--- src/rtl/kms_event_queue.sv ---
// Multi-source keyboard/mouse event queue: one register FIFO per source, drained by a
// round-robin arbiter into a single paced strobe/level stream.
module kms_event_queue #(
  parameter int unsigned CHANNELS = 2,
  parameter int unsigned DEPTH    = 8,
  parameter int unsigned DATA_W   = 8,
  parameter int unsigned TYPE_W   = 2,
  parameter int unsigned GAP      = 7
) (
  input  logic                                           clk,
  input  logic                                           reset,
  input  logic [CHANNELS*DATA_W-1:0]                     in_data,
  input  logic [CHANNELS*TYPE_W-1:0]                     in_type,
  input  logic [CHANNELS-1:0]                            in_valid,
  output logic [CHANNELS-1:0]                            in_ready,
  input  logic                                           hold,
  output logic [DATA_W-1:0]                              out_data,
  output logic [TYPE_W-1:0]                              out_type,
  output logic                                           out_strobe,
  output logic                                           out_level,
  output logic [((CHANNELS > 1) ? $clog2(CHANNELS) : 1)-1:0] out_chan,
  output logic [CHANNELS-1:0]                            overflow,
  input  logic [CHANNELS-1:0]                            clr_overflow
);

  localparam int unsigned ChW  = (CHANNELS > 1) ? $clog2(CHANNELS) : 1;
  localparam int unsigned PtrW = $clog2(DEPTH);
  localparam int unsigned CntW = PtrW + 1;
  localparam int unsigned GapW = (GAP > 0) ? $clog2(GAP + 1) : 1;

  logic [DATA_W-1:0] data_mem_q [CHANNELS][DEPTH];
  logic [TYPE_W-1:0] type_mem_q [CHANNELS][DEPTH];
  logic [PtrW-1:0]   wr_ptr_q   [CHANNELS];
  logic [PtrW-1:0]   rd_ptr_q   [CHANNELS];
  logic [CntW-1:0]   fill_q     [CHANNELS];

  logic [CHANNELS-1:0] push, drop, pop, not_empty;
  logic [ChW-1:0]      rr_q, rr_next, win;
  logic [ChW:0]        idx;
  logic                found, emit;
  logic [GapW-1:0]     gap_q;
  logic [DATA_W-1:0]   head_data, out_data_q;
  logic [TYPE_W-1:0]   head_type, out_type_q;
  logic [ChW-1:0]      out_chan_q;
  logic                out_strobe_q, out_level_q;
  logic [CHANNELS-1:0] overflow_q;

  // Full/empty decisions use the pre-pop fill level, so a same-cycle pop never frees a slot.
  always_comb begin
    in_ready  = '0;
    not_empty = '0;
    push      = '0;
    drop      = '0;
    for (int unsigned i = 0; i < CHANNELS; i++) begin
      in_ready[i]  = (fill_q[i] != CntW'(DEPTH));
      not_empty[i] = (fill_q[i] != '0);
      push[i]      = in_valid[i] & in_ready[i];
      drop[i]      = in_valid[i] & ~in_ready[i];
    end
  end

  always_comb begin
    win   = '0;
    found = 1'b0;
    idx   = '0;
    for (int unsigned k = 0; k < CHANNELS; k++) begin
      idx = {1'b0, rr_q} + (ChW+1)'(k);
      if (idx >= (ChW+1)'(CHANNELS)) idx = idx - (ChW+1)'(CHANNELS);
      if (!found && not_empty[idx[ChW-1:0]]) begin
        found = 1'b1;
        win   = idx[ChW-1:0];
      end
    end
    emit = found && (gap_q == '0) && !hold;
    pop  = '0;
    if (emit) pop[win] = 1'b1;
    rr_next = (({1'b0, win} + (ChW+1)'(1)) == (ChW+1)'(CHANNELS)) ? '0 : win + ChW'(1);
    head_data = data_mem_q[win][rd_ptr_q[win]];
    head_type = type_mem_q[win][rd_ptr_q[win]];
  end

  // Storage carries no reset: pointers and fill levels define what is valid.
  always_ff @(posedge clk) begin
    for (int unsigned i = 0; i < CHANNELS; i++) begin
      if (push[i]) begin
        data_mem_q[i][wr_ptr_q[i]] <= in_data[i*DATA_W +: DATA_W];
        type_mem_q[i][wr_ptr_q[i]] <= in_type[i*TYPE_W +: TYPE_W];
      end
    end
  end

  always_ff @(posedge clk) begin
    if (reset) begin
      for (int unsigned i = 0; i < CHANNELS; i++) begin
        wr_ptr_q[i] <= '0;
        rd_ptr_q[i] <= '0;
        fill_q[i]   <= '0;
      end
      rr_q         <= '0;
      gap_q        <= '0;
      out_data_q   <= '0;
      out_type_q   <= '0;
      out_chan_q   <= '0;
      out_strobe_q <= 1'b0;
      out_level_q  <= 1'b0;
      overflow_q   <= '0;
    end else begin
      for (int unsigned i = 0; i < CHANNELS; i++) begin
        if (push[i]) wr_ptr_q[i] <= wr_ptr_q[i] + PtrW'(1);
        if (pop[i])  rd_ptr_q[i] <= rd_ptr_q[i] + PtrW'(1);
        fill_q[i] <= fill_q[i] + CntW'(push[i]) - CntW'(pop[i]);
      end
      // A new drop outranks a clear in the same cycle.
      overflow_q   <= drop | (overflow_q & ~clr_overflow);
      out_strobe_q <= emit;
      if (emit) begin
        out_data_q  <= head_data;
        out_type_q  <= head_type;
        out_chan_q  <= win;
        out_level_q <= ~out_level_q;
        rr_q        <= rr_next;
        gap_q       <= GapW'(GAP);
      end else if (gap_q != '0) begin
        gap_q <= gap_q - GapW'(1);
      end
    end
  end

  assign out_data   = out_data_q;
  assign out_type   = out_type_q;
  assign out_chan   = out_chan_q;
  assign out_strobe = out_strobe_q;
  assign out_level  = out_level_q;
  assign overflow   = overflow_q;

endmodule

--- config.mk ---
export PLATFORM = sky130hd
export DESIGN_NAME = kms_event_queue
export DESIGN_NICKNAME = d
export VERILOG_FILES = /design/src/rtl/kms_event_queue.sv
export SDC_FILE = /design/constraint.sdc
export NUM_CORES = 1
export LEC_CHECK = 0
export BUFFER_PORTS_ARGS = -buffer_cell sky130_fd_sc_hd__buf_2
export CORE_MARGIN = 10
export CORE_UTILIZATION = 65
export DETAILED_ROUTE_END_ITERATION = 8
export GPL_TIMING_DRIVEN = 0
export PLACE_DENSITY = 0.8
export SLEW_MARGIN = 40
export SYNTH_ARGS = -nofsm -noshare
export SYNTH_HDL_FRONTEND = slang
export SYNTH_SLANG_ARGS = --single-unit
--- constraint.sdc ---
create_clock -name clk -period 8.5 [get_ports clk]
set_input_delay 0 -clock clk [delete_from_list [all_inputs] [get_ports clk]]
set_output_delay 0 -clock clk [all_outputs]
set_load 0.005 [all_outputs]
==> key figures <==
Timing
  – Setup violators final: 0
  – Fmax achieved: 347 MHz
  – Setup TNS: 0 ps
  – Clock Skew: 16.0 ps
  – Minimum clock period after layout: 2880 ps
  – Final period utilization: 33.9%
  – Final hold vios: 0
  – RSZ-0062 raised after global routing: no
  – Max Slew Vio Count: 0
  – Slew @ Worst Pin: 825 ps
  – Slew headroom: 45.0%

Cells and area
  – Antenna diodes: 0
  – Layout cell share with drive strength beyond 1: 30.6%
  – Fill count: 668
  – Synth-to-Final Area Change: 18.3%
  – Final Util: 78.9%
  – # nets final: 588
  – Multi-input gate area: 0.00226 mm²
  – Storage element area: 0.00571 mm²

Clocking
  – CTS clk-pin slew, worst paths: 70 ps
  – Post-CTS Setup Inserts: 0
  – # H-tree levels: 4
  – Hold buffer count at cts: 25
  – CTS tree: built
  – Cts repair resizes: 0
  – CTS Buf Count: 17
  – Clk_lat worst skew: 440 ps
  – Clock sinks: 199
  – Clock Path Buffers: 2
  – Root Driver: clkbuf_16

Setup path
  – Crit start category: flop
  – Crit-path max FO: 10
  – CP bufs+invs: 4
  – Crit path DAT: 3200 ps
  – Crit Reg-Reg Endpoint: fill_q[0][2]
  – Crit-path leading delay family: adder cells
  – Slowest-stage cell, CP: a2111oi_4
  – WS Path Type: reg -> reg
  – Max incr delay on CP: 450 ps
  – Critical-path cell list: inv_1 > ha_1 > or3b_4 > a2111oi_4 > buf_6 > ha_1 > inv_1 > ha_1 > inv_1 > fa_1 > xor2_1 > nor2_1
  – R2r startpoint: fill_q[0][6]
  – Worst reg-to-reg path cell count: 12
  – Endpoint class of the critical path: flop
  – Critical Path RT: 8810 ps
  – R2R setup slack: 5620 ps

Power and ir drop
  – Worst VDD drop: 0.206 mV
  – PwrDens: 294 mW/mm²
  – Leakage Power: 0.00330 µW
  – Overall Power: 2810 µW

Global route
  – First-pass GRT wire length: 26300 µm
  – Global route total overflow: 0
  – Met2 Use GR: 32.5%
  – Largest net degree at the start of global routing: 18
  – Initial antenna violation count: 0
  – Met1 GRT Util: 24.9%
  – Vias in the first global route: 4632
  – Total global-route track usage: 19.8%
  – GRT Max-Usage Layer: met2
  – Met3 Use GR: 5.49%

Logic synthesis
  – Net Count, Synth: 489
  – Mean Syn Cell Area: 18.2 µm²
  – Post-synth EDFFs: 172
  – Number of library cell types mapped by synthesis: 42
  – Netlist Area Pre-Place: 0.00807 mm²
  – Ys flop type: edfxtp_1
  – Async set-reset flop share out of synthesis: 0%
  – Synth Instances: 443
  – Sequential share of the synthesized area: 70.7%
  – Yosys warnings: 0
  – FF+latch count, synth: 199

Placement
  – Placer Congestion: 0.744
  – I/O Buffers: 42
  – Post-DP HPWL: 10700 µm

Floorplan
  – Die area: 0.0173 mm²
  – # rows: 40
  – Io pins: 44
  – Die Ht: 131 µm
  – Initial Util: 66.7%
  – Core area: 0.0121 mm²
  – Die X: 131 µm

Routing
  – Vias: 4376
  – DRC Markers: 0
  – WL per Instance: 22.6 µm
  – DR iter-0 viols: 338
  – Final wirelength: 16300 µm
  – First-pass iteration count of the detailed router: 4
  – Antenna Violating Nets Remaining: 0
  – Vias per std cell: 6.05

Status
  – Status: finished clean

Job
  – Max cap viols: 0

Min path
  – Hold Path Stages: 4
  – Hold path startpoint: hold
  – Hold endpoint: gap_q[1]
  – Hold WC Path Type: in -> reg
layout make-up:
cell class                      instances  share of cell area [%]
Multi-Input combinational cell        208                    23.7
Clock buffer                           18                    4.49
Buffer                                 18                    1.14
Sequential cell                       199                    59.7
Clock inverter                         14                    2.31
Inverter                               18                   0.707
Tap cell                              168                    2.20
Timing Repair Buffer                   80                    5.76
through the flow:
step / std cells / area, µm² / setup WS (ps) / hold slack [ps]
2_1_floorplan: 443 / 8070 / 5840 / 98.9
3_3_place_gp: 653 / 8490 / 5170 / 259
3_5_place_dp: 666 / 8650 / 5600 / 266
4_1_cts: 723 / 9550 / 5590 / 23.8
5_1_grt: 723 / 9550 / 5390 / 104
6_report: 723 / 9550 / 5620 / 41.4
cell usage after synthesis, types with 3 or more instances:
cell       count  share of area [%]
edfxtp_1     172                 64
mux4_2        40                 11
nor2_1        32                1.5
dfxtp_1       27                6.7
inv_1         18               0.84
ha_1          17                2.6
nor3_1        15               0.93
nor2b_1       13                1.0
a211oi_1      12                1.1
mux2i_1       10                1.2
a2111oi_2      9                1.7
nand2_1        9               0.42
nand2b_1       8               0.62
xnor2_1        7               0.76
a21oi_1        5               0.31
buf_2          5               0.31
clkbuf_1       5               0.23
and2_1         4               0.31
a21o_1         3               0.28
buf_6          3               0.42
worst min-delay path, stage by stage:
cell and delay, ps:
buf_2 140, a21oi_1 90, nor3_1 140, nor3_1 70
cells in the final DEF (no fill, tap or decap), types with 9 or more instances in the layout:
cell and n:
a2111oi_2 9, a211oi_1 12, buf_2 53, clkbuf_16 17, dfxtp_1 27, dlygate4sd3_1 25, edfxtp_1 172, ha_1 17
inv_1 18, mux2i_1 10, mux4_2 40, nand2_1 9, nor2_1 26, nor2b_1 13
state kept, by name, summed over array words and instances, names as in the netlist:
signal      count
gap_q           3
rd_ptr_q        6
data_mem_q    128
fill_q          8
overflow        2
wr_ptr_q        6
rr_q            1
type_mem_q     32
out_level       1
out_chan        1
out_strobe      1
out_data        8
out_type        2
cell families (layout without fill, tap and decap cells):
group | after synthesis | after routing | share of synthesized area [%]
xor gates and xnor gates | 9 | 9 | 0.976
DFF | 199 | 199 | 70.7
muxes | 50 | 50 | 12.4
buffers and inverters | 36 | 148 | 2.17
AOI/OAI and AO/OA | 38 | 38 | 4.71
adders and majority gates | 19 | 19 | 3.13
and+or+nand+nor | 92 | 92 | 5.95
worst max-delay path by stage:
stage	to	cells after the start	slack [ps]	start
3_3_place_gp	data_mem_q[0][58]	5	5170	fill_q[0][2]
2_1_floorplan	fill_q[0][2]	12	5840	fill_q[0][6]
5_1_grt	fill_q[0][2]	12	5390	fill_q[0][6]
4_1_cts	fill_q[0][2]	12	5590	fill_q[0][6]
6_report	fill_q[0][2]	12	5620	fill_q[0][6]
3_5_place_dp	fill_q[0][2]	12	5600	fill_q[0][6]
power breakdown:
group	switching, µW	internal [µW]
Clock	355	526
Combinational	357	304
Sequential	77.6	1190
Total	790	2020
routing by layer:
layer  part of all wire, %  vias up
met5                     0        -
met4                   1.4        0
met3                   6.6       22
met2                    52      155
met1                    40     2261
li1                      -     1938
(Power assumes the default switching activity.)
